==> config.mk <==
export PLATFORM = sky130hd
export DESIGN_NAME = databus_axi_burst_flat
export DESIGN_NICKNAME = d
export VERILOG_FILES = /design/src/rtl/databus_axi_burst_if.sv /design/src/rtl/databus_axi_burst.sv /design/src/flat_wrapper.sv
export SDC_FILE = /design/constraint.sdc
export NUM_CORES = 1
export LEC_CHECK = 0
export ABC_CLOCK_PERIOD_IN_PS = 2300
export CAP_MARGIN = 30
export CORE_AREA = 5 5 483 485
export CTS_CLUSTER_SIZE = 14
export DETAILED_ROUTE_END_ITERATION = 16
export DIE_AREA = 0 0 488 490
export SYNTH_ARGS = -nofsm -noshare
export SYNTH_HDL_FRONTEND = slang
export SYNTH_SLANG_ARGS = --single-unit
==> constraint.sdc <==
create_clock -name clk -period 2.3 [get_ports clk]
set_input_delay 0.46 -clock clk [delete_from_list [all_inputs] [get_ports clk]]
set_output_delay 0.46 -clock clk [all_outputs]
set_load 0.1 [all_outputs]
==> src/rtl/databus_axi_burst_if.sv <==
// Bus bundle between the native databus port and the AXI4 master side.
// master: the burst converter; slave: upstream merger plus AXI interconnect.
interface databus_axi_burst_if #(
   parameter int ADDR_W = 32,
   parameter int DATA_W = 256,
   parameter int LEN_W  = 8
);
   // native databus side
   logic                databus_valid;
   logic [ADDR_W-1:0]   databus_addr;
   logic [DATA_W-1:0]   databus_wdata;
   logic [DATA_W/8-1:0] databus_wstrb;
   logic                databus_ready;
   logic [DATA_W-1:0]   databus_rdata;
   logic [LEN_W-1:0]    dma_len;

   // AXI write address / data / response
   logic [ADDR_W-1:0]   m_axi_awaddr;
   logic [LEN_W-1:0]    m_axi_awlen;
   logic [2:0]          m_axi_awsize;
   logic [1:0]          m_axi_awburst;
   logic                m_axi_awvalid;
   logic                m_axi_awready;
   logic [DATA_W-1:0]   m_axi_wdata;
   logic [DATA_W/8-1:0] m_axi_wstrb;
   logic                m_axi_wlast;
   logic                m_axi_wvalid;
   logic                m_axi_wready;
   logic [1:0]          m_axi_bresp;
   logic                m_axi_bvalid;
   logic                m_axi_bready;

   // AXI read address / data
   logic [ADDR_W-1:0]   m_axi_araddr;
   logic [LEN_W-1:0]    m_axi_arlen;
   logic [2:0]          m_axi_arsize;
   logic [1:0]          m_axi_arburst;
   logic                m_axi_arvalid;
   logic                m_axi_arready;
   logic [DATA_W-1:0]   m_axi_rdata;
   logic [1:0]          m_axi_rresp;
   logic                m_axi_rlast;
   logic                m_axi_rvalid;
   logic                m_axi_rready;

   modport master (
      input  databus_valid, databus_addr, databus_wdata, databus_wstrb, dma_len,
      output databus_ready, databus_rdata,
      output m_axi_awaddr, m_axi_awlen, m_axi_awsize, m_axi_awburst, m_axi_awvalid,
      input  m_axi_awready,
      output m_axi_wdata, m_axi_wstrb, m_axi_wlast, m_axi_wvalid,
      input  m_axi_wready,
      input  m_axi_bresp, m_axi_bvalid,
      output m_axi_bready,
      output m_axi_araddr, m_axi_arlen, m_axi_arsize, m_axi_arburst, m_axi_arvalid,
      input  m_axi_arready,
      input  m_axi_rdata, m_axi_rresp, m_axi_rlast, m_axi_rvalid,
      output m_axi_rready
   );

   modport slave (
      output databus_valid, databus_addr, databus_wdata, databus_wstrb, dma_len,
      input  databus_ready, databus_rdata,
      input  m_axi_awaddr, m_axi_awlen, m_axi_awsize, m_axi_awburst, m_axi_awvalid,
      output m_axi_awready,
      input  m_axi_wdata, m_axi_wstrb, m_axi_wlast, m_axi_wvalid,
      output m_axi_wready,
      output m_axi_bresp, m_axi_bvalid,
      input  m_axi_bready,
      input  m_axi_araddr, m_axi_arlen, m_axi_arsize, m_axi_arburst, m_axi_arvalid,
      output m_axi_arready,
      output m_axi_rdata, m_axi_rresp, m_axi_rlast, m_axi_rvalid,
      input  m_axi_rready
   );
endinterface

==> src/rtl/databus_axi_burst.sv <==
// Native databus to AXI4 INCR burst converter, one outstanding burst.
// Direction is taken from the first beat's wstrb; address and length are
// latched on that beat and held for the whole burst.
// Optional macro DMA_RESP_CHECK_EN: sticky error on non-OKAY responses and
// on rlast disagreeing with the beat count. Without it, error is tied low.
module databus_axi_burst #(
   parameter int ADDR_W = 32,
   parameter int DATA_W = 256,
   parameter int LEN_W  = 8
) (
   input  logic                clk,
   input  logic                rst,
   databus_axi_burst_if.master bus,
   output logic                busy,
   output logic                error
);
   localparam int SIZE = $clog2(DATA_W/8);

   localparam logic [2:0] IDLE  = 3'd0;
   localparam logic [2:0] RADDR = 3'd1;
   localparam logic [2:0] RDATA = 3'd2;
   localparam logic [2:0] WADDR = 3'd3;
   localparam logic [2:0] WDATA = 3'd4;
   localparam logic [2:0] WRESP = 3'd5;

   logic [2:0]        state;
   logic [ADDR_W-1:0] addr_q;
   logic [LEN_W-1:0]  len_q;
   logic [LEN_W-1:0]  cnt;
   logic              last_beat;
   logic              r_hs;
   logic              w_hs;

   // low address bits are dropped by alignment
   logic unused_addr_lsb;
   assign unused_addr_lsb = ^bus.databus_addr[SIZE-1:0];

   assign last_beat = (cnt == len_q);
   assign r_hs = (state == RDATA) && bus.m_axi_rvalid && bus.databus_valid;
   assign w_hs = (state == WDATA) && bus.m_axi_wready && bus.databus_valid;

   // burst sequencing: latch request, address phase, beat counting, response
   always_ff @(posedge clk or posedge rst) begin
      if (rst) begin
         state  <= IDLE;
         addr_q <= '0;
         len_q  <= '0;
         cnt    <= '0;
      end else begin
         case (state)
            IDLE: begin
               if (bus.databus_valid) begin
                  addr_q <= {bus.databus_addr[ADDR_W-1:SIZE], {SIZE{1'b0}}};
                  len_q  <= bus.dma_len;
                  cnt    <= '0;
                  state  <= (|bus.databus_wstrb) ? WADDR : RADDR;
               end
            end
            RADDR: begin
               if (bus.m_axi_arready) begin
                  cnt   <= '0;
                  state <= RDATA;
               end
            end
            RDATA: begin
               if (r_hs) begin
                  if (last_beat) state <= IDLE;
                  else           cnt   <= cnt + LEN_W'(1);
               end
            end
            WADDR: begin
               if (bus.m_axi_awready) begin
                  cnt   <= '0;
                  state <= WDATA;
               end
            end
            WDATA: begin
               if (w_hs) begin
                  if (last_beat) state <= WRESP;
                  else           cnt   <= cnt + LEN_W'(1);
               end
            end
            WRESP: begin
               if (bus.m_axi_bvalid) state <= IDLE;
            end
            default: state <= IDLE;
         endcase
      end
   end

   assign bus.m_axi_awaddr  = addr_q;
   assign bus.m_axi_awlen   = len_q;
   assign bus.m_axi_awsize  = 3'(SIZE);
   assign bus.m_axi_awburst = 2'b01;
   assign bus.m_axi_awvalid = (state == WADDR);

   // write data passes straight through; valid follows the upstream beat
   assign bus.m_axi_wdata   = bus.databus_wdata;
   assign bus.m_axi_wstrb   = bus.databus_wstrb;
   assign bus.m_axi_wvalid  = (state == WDATA) && bus.databus_valid;
   assign bus.m_axi_wlast   = (state == WDATA) && last_beat;
   assign bus.m_axi_bready  = (state == WRESP);

   assign bus.m_axi_araddr  = addr_q;
   assign bus.m_axi_arlen   = len_q;
   assign bus.m_axi_arsize  = 3'(SIZE);
   assign bus.m_axi_arburst = 2'b01;
   assign bus.m_axi_arvalid = (state == RADDR);
   assign bus.m_axi_rready  = (state == RDATA) && bus.databus_valid;

   assign bus.databus_rdata = bus.m_axi_rdata;
   assign bus.databus_ready = r_hs || w_hs;
   assign busy              = (state != IDLE);

`ifdef DMA_RESP_CHECK_EN
   // sticky error: bad read/write response or rlast out of step with the count
   always_ff @(posedge clk or posedge rst) begin
      if (rst) begin
         error <= 1'b0;
      end else if ((r_hs && ((bus.m_axi_rresp != 2'b00) || (bus.m_axi_rlast != last_beat))) ||
                   ((state == WRESP) && bus.m_axi_bvalid && (bus.m_axi_bresp != 2'b00))) begin
         error <= 1'b1;
      end
   end
`else
   logic unused_resp;
   assign unused_resp = ^{bus.m_axi_rresp, bus.m_axi_bresp, bus.m_axi_rlast};
   assign error       = 1'b0;
`endif

endmodule

==> src/flat_wrapper.sv <==
// flat-port wrapper written by rule: the top's interface ports become plain ports
module databus_axi_burst_flat 
#(
   parameter int ADDR_W = 32,
   parameter int DATA_W = 256,
   parameter int LEN_W  = 8
)
  (clk, rst, busy, error, bus_databus_valid, bus_databus_addr, bus_databus_wdata, bus_databus_wstrb, bus_dma_len, bus_databus_ready, bus_databus_rdata, bus_m_axi_awaddr, bus_m_axi_awlen, bus_m_axi_awsize, bus_m_axi_awburst, bus_m_axi_awvalid, bus_m_axi_awready, bus_m_axi_wdata, bus_m_axi_wstrb, bus_m_axi_wlast, bus_m_axi_wvalid, bus_m_axi_wready, bus_m_axi_bresp, bus_m_axi_bvalid, bus_m_axi_bready, bus_m_axi_araddr, bus_m_axi_arlen, bus_m_axi_arsize, bus_m_axi_arburst, bus_m_axi_arvalid, bus_m_axi_arready, bus_m_axi_rdata, bus_m_axi_rresp, bus_m_axi_rlast, bus_m_axi_rvalid, bus_m_axi_rready);
  databus_axi_burst_if #(.ADDR_W(ADDR_W), .DATA_W(DATA_W), .LEN_W(LEN_W)) bus_i ();
  input  logic clk;
  input  logic rst;
  output logic busy;
  output logic error;
  input wire logic [$bits(bus_i.databus_valid)-1:0] bus_databus_valid;
  input wire logic [$bits(bus_i.databus_addr)-1:0] bus_databus_addr;
  input wire logic [$bits(bus_i.databus_wdata)-1:0] bus_databus_wdata;
  input wire logic [$bits(bus_i.databus_wstrb)-1:0] bus_databus_wstrb;
  input wire logic [$bits(bus_i.dma_len)-1:0] bus_dma_len;
  output wire logic [$bits(bus_i.databus_ready)-1:0] bus_databus_ready;
  output wire logic [$bits(bus_i.databus_rdata)-1:0] bus_databus_rdata;
  output wire logic [$bits(bus_i.m_axi_awaddr)-1:0] bus_m_axi_awaddr;
  output wire logic [$bits(bus_i.m_axi_awlen)-1:0] bus_m_axi_awlen;
  output wire logic [$bits(bus_i.m_axi_awsize)-1:0] bus_m_axi_awsize;
  output wire logic [$bits(bus_i.m_axi_awburst)-1:0] bus_m_axi_awburst;
  output wire logic [$bits(bus_i.m_axi_awvalid)-1:0] bus_m_axi_awvalid;
  input wire logic [$bits(bus_i.m_axi_awready)-1:0] bus_m_axi_awready;
  output wire logic [$bits(bus_i.m_axi_wdata)-1:0] bus_m_axi_wdata;
  output wire logic [$bits(bus_i.m_axi_wstrb)-1:0] bus_m_axi_wstrb;
  output wire logic [$bits(bus_i.m_axi_wlast)-1:0] bus_m_axi_wlast;
  output wire logic [$bits(bus_i.m_axi_wvalid)-1:0] bus_m_axi_wvalid;
  input wire logic [$bits(bus_i.m_axi_wready)-1:0] bus_m_axi_wready;
  input wire logic [$bits(bus_i.m_axi_bresp)-1:0] bus_m_axi_bresp;
  input wire logic [$bits(bus_i.m_axi_bvalid)-1:0] bus_m_axi_bvalid;
  output wire logic [$bits(bus_i.m_axi_bready)-1:0] bus_m_axi_bready;
  output wire logic [$bits(bus_i.m_axi_araddr)-1:0] bus_m_axi_araddr;
  output wire logic [$bits(bus_i.m_axi_arlen)-1:0] bus_m_axi_arlen;
  output wire logic [$bits(bus_i.m_axi_arsize)-1:0] bus_m_axi_arsize;
  output wire logic [$bits(bus_i.m_axi_arburst)-1:0] bus_m_axi_arburst;
  output wire logic [$bits(bus_i.m_axi_arvalid)-1:0] bus_m_axi_arvalid;
  input wire logic [$bits(bus_i.m_axi_arready)-1:0] bus_m_axi_arready;
  input wire logic [$bits(bus_i.m_axi_rdata)-1:0] bus_m_axi_rdata;
  input wire logic [$bits(bus_i.m_axi_rresp)-1:0] bus_m_axi_rresp;
  input wire logic [$bits(bus_i.m_axi_rlast)-1:0] bus_m_axi_rlast;
  input wire logic [$bits(bus_i.m_axi_rvalid)-1:0] bus_m_axi_rvalid;
  output wire logic [$bits(bus_i.m_axi_rready)-1:0] bus_m_axi_rready;
  assign bus_i.databus_valid = bus_databus_valid;
  assign bus_i.databus_addr = bus_databus_addr;
  assign bus_i.databus_wdata = bus_databus_wdata;
  assign bus_i.databus_wstrb = bus_databus_wstrb;
  assign bus_i.dma_len = bus_dma_len;
  assign bus_databus_ready = bus_i.databus_ready;
  assign bus_databus_rdata = bus_i.databus_rdata;
  assign bus_m_axi_awaddr = bus_i.m_axi_awaddr;
  assign bus_m_axi_awlen = bus_i.m_axi_awlen;
  assign bus_m_axi_awsize = bus_i.m_axi_awsize;
  assign bus_m_axi_awburst = bus_i.m_axi_awburst;
  assign bus_m_axi_awvalid = bus_i.m_axi_awvalid;
  assign bus_i.m_axi_awready = bus_m_axi_awready;
  assign bus_m_axi_wdata = bus_i.m_axi_wdata;
  assign bus_m_axi_wstrb = bus_i.m_axi_wstrb;
  assign bus_m_axi_wlast = bus_i.m_axi_wlast;
  assign bus_m_axi_wvalid = bus_i.m_axi_wvalid;
  assign bus_i.m_axi_wready = bus_m_axi_wready;
  assign bus_i.m_axi_bresp = bus_m_axi_bresp;
  assign bus_i.m_axi_bvalid = bus_m_axi_bvalid;
  assign bus_m_axi_bready = bus_i.m_axi_bready;
  assign bus_m_axi_araddr = bus_i.m_axi_araddr;
  assign bus_m_axi_arlen = bus_i.m_axi_arlen;
  assign bus_m_axi_arsize = bus_i.m_axi_arsize;
  assign bus_m_axi_arburst = bus_i.m_axi_arburst;
  assign bus_m_axi_arvalid = bus_i.m_axi_arvalid;
  assign bus_i.m_axi_arready = bus_m_axi_arready;
  assign bus_i.m_axi_rdata = bus_m_axi_rdata;
  assign bus_i.m_axi_rresp = bus_m_axi_rresp;
  assign bus_i.m_axi_rlast = bus_m_axi_rlast;
  assign bus_i.m_axi_rvalid = bus_m_axi_rvalid;
  assign bus_m_axi_rready = bus_i.m_axi_rready;
  databus_axi_burst #(.ADDR_W(ADDR_W), .DATA_W(DATA_W), .LEN_W(LEN_W)) u_core (.clk(clk), .rst(rst), .bus(bus_i), .busy(busy), .error(error));
endmodule
# Word-level counts from Yosys, hierarchy flattened
# Cells that the tools add are included.
# W data, S select, Z words.
# totals
input_bits,597
ram_bits,0
elab_cells,51
latchBits,0
out_inout_bits,643
mem_count,0
register_bits,46
rom_bits,0
# classes
order_cmp,0
muxes,17
n_shift,0
n_bitwise,0
multipliers,0
eq_ne,14
reduce_logical,15
n_div,0
n_addsub,1
# ops
cell,count
$mux W8,6
$pmux W8 S5,1
$reduce_or A32 Y1,1
$mux W3,8
$pmux W3 S6,1
$ne A2 B1 Y1 const B,6
$add A8 B1 Y8 const B,1
$eq A8 B8 Y1,1
$reduce_and A8 Y1,1
$logic_and A1 B1 Y1,7
$eq A3 B2 Y1 const B,2
$eq A3 B3 Y1 const B,2
$reduce_and A6 Y1,1
$reduce_bool A5 Y1,1
$ne A2 B2 Y1 const B,2
$eq A3 B1 Y1 const B,1
$logic_not A3 Y1,1
$reduce_bool A3 Y1,1
$mux W2,1
$reduce_and A2 Y1,1
$logic_or A1 B1 Y1,1

# Longest topological paths before layout
# Gate-level depths: netlist of the first run.
# logic_depth
word_depth,5
mapped_depth,7

# Worst setup path before layout of the first run
# OpenSTA, ideal clock, no wires.
# synth_timing
path_kind,register to output
from,"register u_core.len_q[0], in the netlist u_core.bus.m_axi_arlen[0]"
to,output port bus_m_axi_wlast
path_buffers,2
path_stages_with_launch,7
required_time_ns,1.840
t_arrival_ns,3.098
setup_slack_ns,-1.258
cell_sequence,dfrtp_1 xnor2_1 nand4_1 or2_1 clkbuf_1 buf_2 nor2_1
# synth_via
elab_chain_len,2
# synth_rtl
element,line_no,source
start: declaration,databus_axi_burst.sv:28,logic [LEN_W-1:0] len_q;
start signal: assignment,databus_axi_burst.sv:54,len_q <= bus.dma_len;
$eq A8 B8 Y1,databus_axi_burst.sv:38,assign last_beat = (cnt == len_q);
$logic_and A1 B1 Y1,databus_axi_burst.sv:101,assign bus.m_axi_wlast = (state == WDATA) && last_beat;
end: declaration,flat_wrapper.sv:29,output wire logic [$bits(bus_i.m_axi_wlast)-1:0] bus_m_axi_wlast;
# Every way passes these cells.

# Worst setup path after layout of the first run
# layout_timing
from,input port bus_m_axi_rvalid
to,output port bus_databus_ready
# layout_via
elab_chain_len,3
# layout_rtl
element,line_no,source
start: declaration,flat_wrapper.sv:44,input wire logic [$bits(bus_i.m_axi_rvalid)-1:0] bus_m_axi_rvalid;
$logic_and A1 B1 Y1 (2 in series),databus_axi_burst.sv:39,assign r_hs = (state == RDATA) && bus.m_axi_rvalid && bus.databus_valid;
$logic_or A1 B1 Y1,databus_axi_burst.sv:112,assign bus.databus_ready = r_hs || w_hs;
end: declaration,flat_wrapper.sv:19,output wire logic [$bits(bus_i.databus_ready)-1:0] bus_databus_ready;
# Every way passes these cells.

==> run summary, run 1 <==
The run gives 0.113 as the global-route total usage across every layer. The via count is 3837. Synthesis instantiated 47 different standard cells from the library.

For this design the static power due to leakage is 2.37 nW. The period utilization was 1.01. The largest single stage delay on the critical path is 0.41 ns.

The initial standard-cell utilization of the core came out at 0.0296. TritonCTS built the clock tree. Leaving out fill and tap cells, the most frequent cell in the layout is sky130_fd_sc_hd__buf_4. The proportion of synthesized flip-flops having asynchronous set or reset was 1.00.

The root buffer cell chosen for the clock tree is sky130_fd_sc_hd__clkbuf_16. The simple-gate portion of the synthesized area works out to 0.0405. The clock-pin transition on the worst setup and hold timing paths came out at 0.09 ns. Together, buffers and inverters on the worst path number 3. Setup repair after global routing could not meet its margin everywhere. Static timing analysis puts the maximum clock frequency at 0.431 GHz.

The number of global-route vias before repair came out at 3898. The maximum root-to-sink buffer count was 2; the placeable core area was 229000 sq um. The run gives 27000 as the filler cell count. The type of the setup path with the least slack was in -> out. The flip-flop and latch area was 1170 sq um; the required time at the endpoint of the critical path was 1.84 ns.

The slowest stage of the critical path is the sky130_fd_sc_hd__clkdlybuf4s50_1 cell. The post-synthesis compound-gate area fraction is 0.0322, and the number of enable-type register cells in the synthesized netlist is 0. CTS built an H-tree with a depth of 2.

The number of buffers added by the clock tree synthesis step is 5, and the sum of internal, switching and leakage power is 12.5 mW. Across the routed clock network, the largest skew measured is 0.0208 ns. The detail route stage leaves a number of antenna-violating nets equal to 0. In this run the count of I/O pins placed on the die edge is 1240.

The most critical setup path has its startpoint at bus_m_axi_rvalid. The library cells used most frequently in the layout, excluding fill and tap cells, are 96 x sky130_fd_sc_hd__buf_4, 74 x sky130_fd_sc_hd__clkdlybuf4s50_1, 59 x sky130_fd_sc_hd__buf_12. The startpoint type of the worst setup path is a primary input. Setup slack on the worst reg-to-reg path comes out at 0.08 ns.

The cell that appears most often on the critical path is sky130_fd_sc_hd__buf_12. Dominant combinational cell family by area after synthesis: buffers and inverters. The number of design-rule violations left by the first detailed-router iteration came out at 178.

The ratio of cells with drive above 1 in the final layout is 0.466. Counting flops and latches in the post-synthesis netlist gives 46. The synthesized-area fraction occupied by adder cells was 0.00185; the remaining global-route overflow was 0. The initialized floorplan defines 176 standard-cell rows.

The final reports fail on setup timing. The tools report the final setup slack of the worst path as -0.0224 ns. In this run the worst hold path is classified as in -> async. The logs give 4 for the number of detailed-routing iterations run before antenna repair and 8960 sq um for the final design instance area without fill. Setup violations remaining at the end of the flow were counted as 2.

Input and output buffers added on the ports amount to 184. The power density of the placed cells is 1400 nW/um^2, and the vertical die dimension is 490 um. After layout, the minimum clock period comes to 2.32 ns. In the final routed layout, each cell accounts on average for 40.4 um.

After synthesis the cells add up to 6770 sq um. Hold is met by 0.488 ns. The tools report the number of hold violations in the final report as 0. During synthesis, Yosys emitted a total of 0 warnings. The top cell family by delay on the critical path is buffers and inverters. The first global-routing pass estimated 150 mm of wire.

The number of buffers added to fix hold violations after cts is 0. The run finished, with violations left. In this run the worst path has a maximum fanout of 2. The number of instances in the synthesized netlist was 785. In this run the critical register-to-register path is launched from u_core.bus.m_axi_arlen[3]$_DFFE_PP0P_. In this run the critical register-to-register path is captured at u_core.state[0]$_DFFE_PP0P_. Walking the worst path, the cells encountered are clkdlybuf4s50_1 > or3b_4 > a21oi_4 > nor3_4 > buf_12 > buf_12. After detailed placement, the total cell area comes to 8650 sq um.

For the worst-skew pair, the clock arrives at the later sink with an insertion delay of 0.36 ns. The worst setup path is captured at a primary output. The routed design has 140 mm of wire. The overall die width was 488 um; the final net count was 1028. In the synthesized netlist the dominant register cell turns out to be sky130_fd_sc_hd__dfrtp_1.

The final estimated routing congestion in global placement is 0.760, and the total area of multi-input combinational cells is 1170 sq um. After detailed routing, the number of remaining DRC violations is 0. The maximum vdd ir drop was 1.57 mV. Dividing the synthesized area by the synthesized cell count gives 8.62 sq um. The depth of the worst register-to-register path was 10; the sequential share of the synthesized area was 0.170. The maximum number of pins on one net before global-route repair is 47. Summed over all nets, the half-perimeter wirelength after detailed placement is 136 mm. The area growth from synthesis to layout is 32.4%. The max-cap violation count was 0; the number of pins with negative max-slew slack in the final report was 0. Clock tree synthesis found a total of 46 sinks. The run gives 1.86 ns as the worst path arrival time.

The die covers 239000 sq um. The average vias per placed instance is 1.11, and the multiplexer area fraction after synthesis is 0.0649. The number of antenna violations at the first check in global routing is 16. The post-synthesis xor/xnor area fraction was 0.0104.
==> metal layers <==
| layer | vias up | share of wire | global-route usage |
|---|---|---|---|
| li1 | 1158 | - | - |
| met1 | 1419 | 0.11 | 0.0352 |
| met2 | 1026 | 0.42 | 0.167 |
| met3 | 234 | 0.43 | 0.226 |
| met4 | 0 | 0.045 | 0.0443 |
| met5 | - | 0 | 0 |
==> state kept, by name, summed over array words and instances (netlist names) <==
signal and flops:
u_core.bus.m_axi_araddr 27, u_core.bus.m_axi_arlen 8, u_core.cnt 8, u_core.state 3
==> Yosys cell counts (4+ instances only) <==
cell type	count	area (sq um)
sky130_fd_sc_hd__nand2_1	6	22.5
sky130_fd_sc_hd__nor2_1	7	26.3
sky130_fd_sc_hd__nor4_1	8	50.1
sky130_fd_sc_hd__a31oi_1	9	56.3
sky130_fd_sc_hd__buf_4	603	4530
sky130_fd_sc_hd__dfrtp_1	46	1150
sky130_fd_sc_hd__mux2_1	31	349
sky130_fd_sc_hd__inv_1	5	18.8
sky130_fd_sc_hd__xnor2_1	8	70.1
sky130_fd_sc_hd__and3_1	4	25.0
sky130_fd_sc_hd__mux2_2	5	56.3
sky130_fd_sc_hd__a21o_1	4	30.0
==> worst min-delay path: stages <==
cell and delay [ns]:
sky130_fd_sc_hd__clkdlybuf4s50_1 0.42, sky130_fd_sc_hd__clkinv_2 0.06, sky130_fd_sc_hd__buf_12 0.27
==> report_power, final <==
part	switching, mW	internal [mW]
Combinational	7.21	2.43
Sequential	0.751	1.20
Clock	0.505	0.420
==> cells by family (layout without fill, tap and decap cells) <==
group,after synthesis,in the layout
AND/OR/NAND/NOR,46,46
flip-flops,46,46
AO/OA/AOI/OAI,28,28
adder cells (fa/ha/maj),1,1
buffers and inverters,615,242
multiplexers,39,39
other,2,31
XOR/XNOR,8,8
==> worst max path at each step <==
stage / end / slack [ns] / depth (start not counted)
6_report: bus_databus_ready / -0.02 / 6
5_1_grt: bus_m_axi_wlast / -0.12 / 5
4_1_cts: bus_m_axi_wlast / -0.06 / 5
3_5_place_dp: bus_databus_ready / -0.06 / 6
3_3_place_gp: bus_databus_ready / -0.07 / 6
2_1_floorplan: bus_m_axi_wlast / -0.20 / 6
==> through the flow <==
stage	setup WS, ns	std cells	setup TNS, ns	util
floorplan	-0.205	804	-0.288	-
global placement	-0.0728	3438	-0.0728	0.0378
detailed placement	-0.0597	3438	-0.0612	0.0378
CTS	-0.0641	3456	-0.101	0.0390
global route	-0.115	3458	-0.233	0.0391
finish	-0.0224	3467	-0.0263	0.0392
==> final cells by class <==
cell class | instances | share of cell area
well taps | 3026 | 0.422
repair buffers | 229 | 0.295
flip-flops and latches | 46 | 0.130
multi-input cells | 143 | 0.130
clock buffers | 5 | 0.0140
clock inverters | 3 | 0.00307
diodes | 10 | 0.00279
inverters | 5 | 0.00223
==> what timing repair did <==
action	in CTS	in global routing
endpoints found under the hold margin	0	0
pin swaps	5	3
setup buffers	10	1
gates resized for setup	11	3
setup endpoints to repair	2	5
cloned	0	0
(Power assumes the default switching activity.)
==> run 2: changes to the inputs <==
- ABC_AREA: default -> 1
- CORE_AREA: 5 5 483 485 -> 5 5 486 488
- DIE_AREA: 0 0 488 490 -> 0 0 491 493
==> run summary, run 2 <==
For the placeable core area, the log shows 231000 sq um (+1.1%). TritonCTS built the clock tree. The clock-pin transition on the worst setup and hold timing paths was 0.10 ns (about the same). Setup repair after global routing could not meet its margin everywhere. The vertical die dimension came out at 493 um (+0.61%). In this run the worst setup path begins at u_core.bus.m_axi_arlen[4]$_DFFE_PP0P_. The area growth from synthesis to layout is 29.1%. The run gives 3520 (+2.4%) as the number of placed instances, taps included.

The maximum vdd ir drop was 1.55 mV (-1.6%); the flip-flop count of the largest register after layout was 27 (unchanged). The ratio of cells with drive above 1 in the final layout was 0.419 (-0.0473). The sink count of the clock tree is 46 (unchanged). The period utilization is 0.973 (-0.0372), and the total area of multi-input combinational cells is 1240 sq um (+6.0%). The synthesized design spends more area on one cell type than any other, namely sky130_fd_sc_hd__buf_4. The proportion of synthesized flip-flops having asynchronous set or reset was 1.00 (unchanged). The number of detailed-routing iterations run before antenna repair is 4 (unchanged). Dominant register cell in the synthesized netlist: sky130_fd_sc_hd__dfrtp_1. The logs give 1240 (unchanged) for the top-level I/O count and 1.78 ns (-0.08 ns) for the worst path arrival time. Average vias per placed instance: 1.22 (+10%). The logs give 2 (unchanged) for the deepest level of the CTS H-tree and 2.40 nW (+1.3%) for the standby leakage power. The tools report the synthesized cell area as 6860 sq um (+1.3%). The run gives 0.0296 (+0.0000424) as the initial standard-cell utilization of the core. The filler cell count is 27400 (+1.2%). Ranked by total cell area, the synthesized netlist is headed by sky130_fd_sc_hd__buf_4 66%, sky130_fd_sc_hd__dfrtp_1 17%, sky130_fd_sc_hd__mux2_2 4.8%. The count of input and output buffers is 184 (unchanged). The highest clock frequency the design can meet came out at 0.447 GHz (+3.8%). The flop and latch count out of synthesis is 46 (unchanged), and the number of pins with negative max-slew slack in the final report is 0 (unchanged). Remaining global-route overflow: 0 (unchanged). The run gives 3546 (+2.3%) as the number of non-filler instances in the completed layout.

The commonest non-fill, non-tap cell in the layout was sky130_fd_sc_hd__buf_4. Final period demand of the worst path: 2.24 ns (-0.0856 ns). Overall die width: 491 um (+0.61%). The synthesized area per cell is 7.95 sq um (-7.9%).

The share of the synthesized area in the top cell type was 0.658 (-0.0107); the number of global-route vias before repair was 4132 (+6.0%). The detailed-route DRC error count is 0 (unchanged). The tools report the startpoint of the most critical register-to-register path as u_core.state[1]$_DFFE_PP0P_.

The number of buffers added by the clock tree synthesis step came out at 5 (unchanged). The logs give 32 (-32%) for the maximum number of pins on one net before global-route repair and 1160 sq um (-0.32%) for the flip-flop and latch area. The number of hold violations in the final report is 0 (unchanged). The final estimated routing congestion in global placement came out at 0.836 (+10%).

The tree is rooted in a sky130_fd_sc_hd__clkbuf_16. The number of buffers added to fix hold violations after cts came out at 0 (unchanged). The number of distinct library cells after synthesis came out at 27 (-43%).

For the maximum root-to-sink buffer count, the log shows 2 (unchanged). The sequential share of the synthesized area is 0.168 (-0.00217), and the via count is 4332 (+13%). The depth of the worst register-to-register path came out at 7 (-3). The reg-to-reg critical path endpoint is u_core.cnt[5]$_DFFE_PP0P_.

For the number of design-rule violations left by the first detailed-router iteration, the log shows 170 (-4.5%). Max-cap violation count: 0 (unchanged). STA classifies the critical path startpoint as a flip-flop.

The min-delay analysis places its worst path in the category in -> async. The number of core rows was 177 (+0.57%). The run gives 863 (+9.9%) as the number of instances in the synthesized netlist. Type of the setup path with the least slack: reg -> out. By count the netlist is led by 601 x sky130_fd_sc_hd__buf_4, 62 x sky130_fd_sc_hd__nand2_1, 46 x sky130_fd_sc_hd__dfrtp_1. The required time at the endpoint of the critical path was 1.84 ns (about the same). Most numerous cell in the Yosys netlist: sky130_fd_sc_hd__buf_4. The clock skew was 0.0283 ns (+0.00747 ns).

The global-route total usage across every layer is 0.161 (+0.0487). The routed wire length per instance is 57.3 um (+42%), and the clock network latency to the later pin of the worst-skew pair is 0.37 ns (about the same). The tools report the total length of routed wires as 203 mm (+45%). The final core utilization came out at 0.0383 (-0.000915).

STA classifies the critical path endpoint as a primary output. The number of antenna violations at the first check in global routing is 31 (+15). The run finished with clean final reports.

The worst hold slack after final layout was 0.310 ns (-0.178 ns). The final net count is 1091 (+6.1%). The power density of the placed cells was 1350 nW/um^2 (-3.7%). The Yosys warning count was 0 (unchanged). The residual antenna-violating net count after detailed routing is 0 (unchanged), and the HPWL after detailed placement is 199 mm (+47%). The number of enable-type register cells in the synthesized netlist was 0 (unchanged). The tools report the overall die area as 242000 sq um (+1.2%).

The final-report setup violation count was 0 (-2); the wire length of the first global-routing pass was 214 mm (+43%). The maximum fanout encountered on the critical timing path came out at 2 (unchanged). Leaving out fill and tap cells, the most frequent cells in the layout are 87 x sky130_fd_sc_hd__buf_4, 74 x sky130_fd_sc_hd__clkdlybuf4s50_1, 60 x sky130_fd_sc_hd__nand2_1. Setup slack on the worst flop-to-flop path: 0.28 ns (+0.20 ns).
-- run 2: changes by cell type after synthesis, moves of 9 or more --
cell	previous run	this run
sky130_fd_sc_hd__a31oi_1	9	0
sky130_fd_sc_hd__inv_1	5	20
sky130_fd_sc_hd__mux2_1	31	2
sky130_fd_sc_hd__mux2_2	5	29
sky130_fd_sc_hd__nand2_1	6	62
sky130_fd_sc_hd__nand3_1	1	10
sky130_fd_sc_hd__nor2_1	7	42
-- run 2: worst max-delay path: stages (launching register included) --
cell                      delay (ns)
sky130_fd_sc_hd__dfrtp_2        0.49
sky130_fd_sc_hd__xnor2_2        0.14
sky130_fd_sc_hd__nand2_1        0.07
sky130_fd_sc_hd__nor2_2         0.15
sky130_fd_sc_hd__nand2_2        0.09
sky130_fd_sc_hd__buf_12         0.15
sky130_fd_sc_hd__nor2_4         0.10
sky130_fd_sc_hd__buf_12         0.17
-- run 2: per-stage QoR --
step                TNS, ns  instance area (sq um)  power (mW)  setup slack, ns
floorplan             -1.11                   6950        12.4           -0.710
global placement          0                   8530        10.9           0.0469
detailed placement   -0.161                   8530        10.9          -0.0352
CTS                  -0.111                   8760        12.2           -0.111
global route        -0.0511                   8840        12.4          -0.0511
finish                    0                   8850        11.9           0.0632
-- run 2: what timing repair did --
item                       4_1_cts  5_1_grt
setup endpoints to repair       11        3
pin swaps                        3        3
buffers inserted                 3        6
resized for setup               14       10
-- run 2: routing by layer --
metal  global-route usage  routed length [um]
met5               0.0190                 714
met4               0.0441                6350
met3                0.350               94000
met2                0.244               86000
met1               0.0366               16000
-- run 2: worst max path at each step --
stage | endpoint | slack, ns | depth (start not counted)
6_report | bus_m_axi_wlast | 0.06 | 7
3_3_place_gp | u_core.cnt[7]$_DFFE_PP0P_ | 0.05 | 7
2_1_floorplan | bus_databus_ready | -0.71 | 5
5_1_grt | bus_m_axi_wlast | -0.05 | 9
3_5_place_dp | u_core.cnt[5]$_DFFE_PP0P_ | -0.04 | 7
4_1_cts | bus_m_axi_wlast | -0.11 | 7
-- run 2: report_power, final --
group	total (mW)	internal [mW]	switching, mW
Combinational	8.88	1.99	6.89
Sequential	1.94	1.16	0.780
Clock	1.09	0.522	0.564
Total	11.9	3.68	8.23
-- run 2: kinds of logic after synthesis --
| kind of cell | Yosys count | share of synthesized area |
|---|---|---|
| buffers and inverters | 627 | 0.673 |
| xor gates and xnor gates | 5 | 0.00639 |
| DFF | 46 | 0.168 |
| other | 2 | 0.00110 |
| adders and majority gates | 1 | 0.00182 |
| muxes | 31 | 0.0509 |
| AOI/OAI and AO/OA | 16 | 0.0128 |
| and+or+nand+nor | 135 | 0.0861 |
-- run 2: layout make-up --
class / count / area share
well taps: 3043 / 0.430
repair buffers: 210 / 0.268
multi-input cells: 209 / 0.140
flip-flops and latches: 46 / 0.132
clock buffers: 6 / 0.0146
inverters: 21 / 0.00904
clock inverters: 2 / 0.00424
diodes: 9 / 0.00254
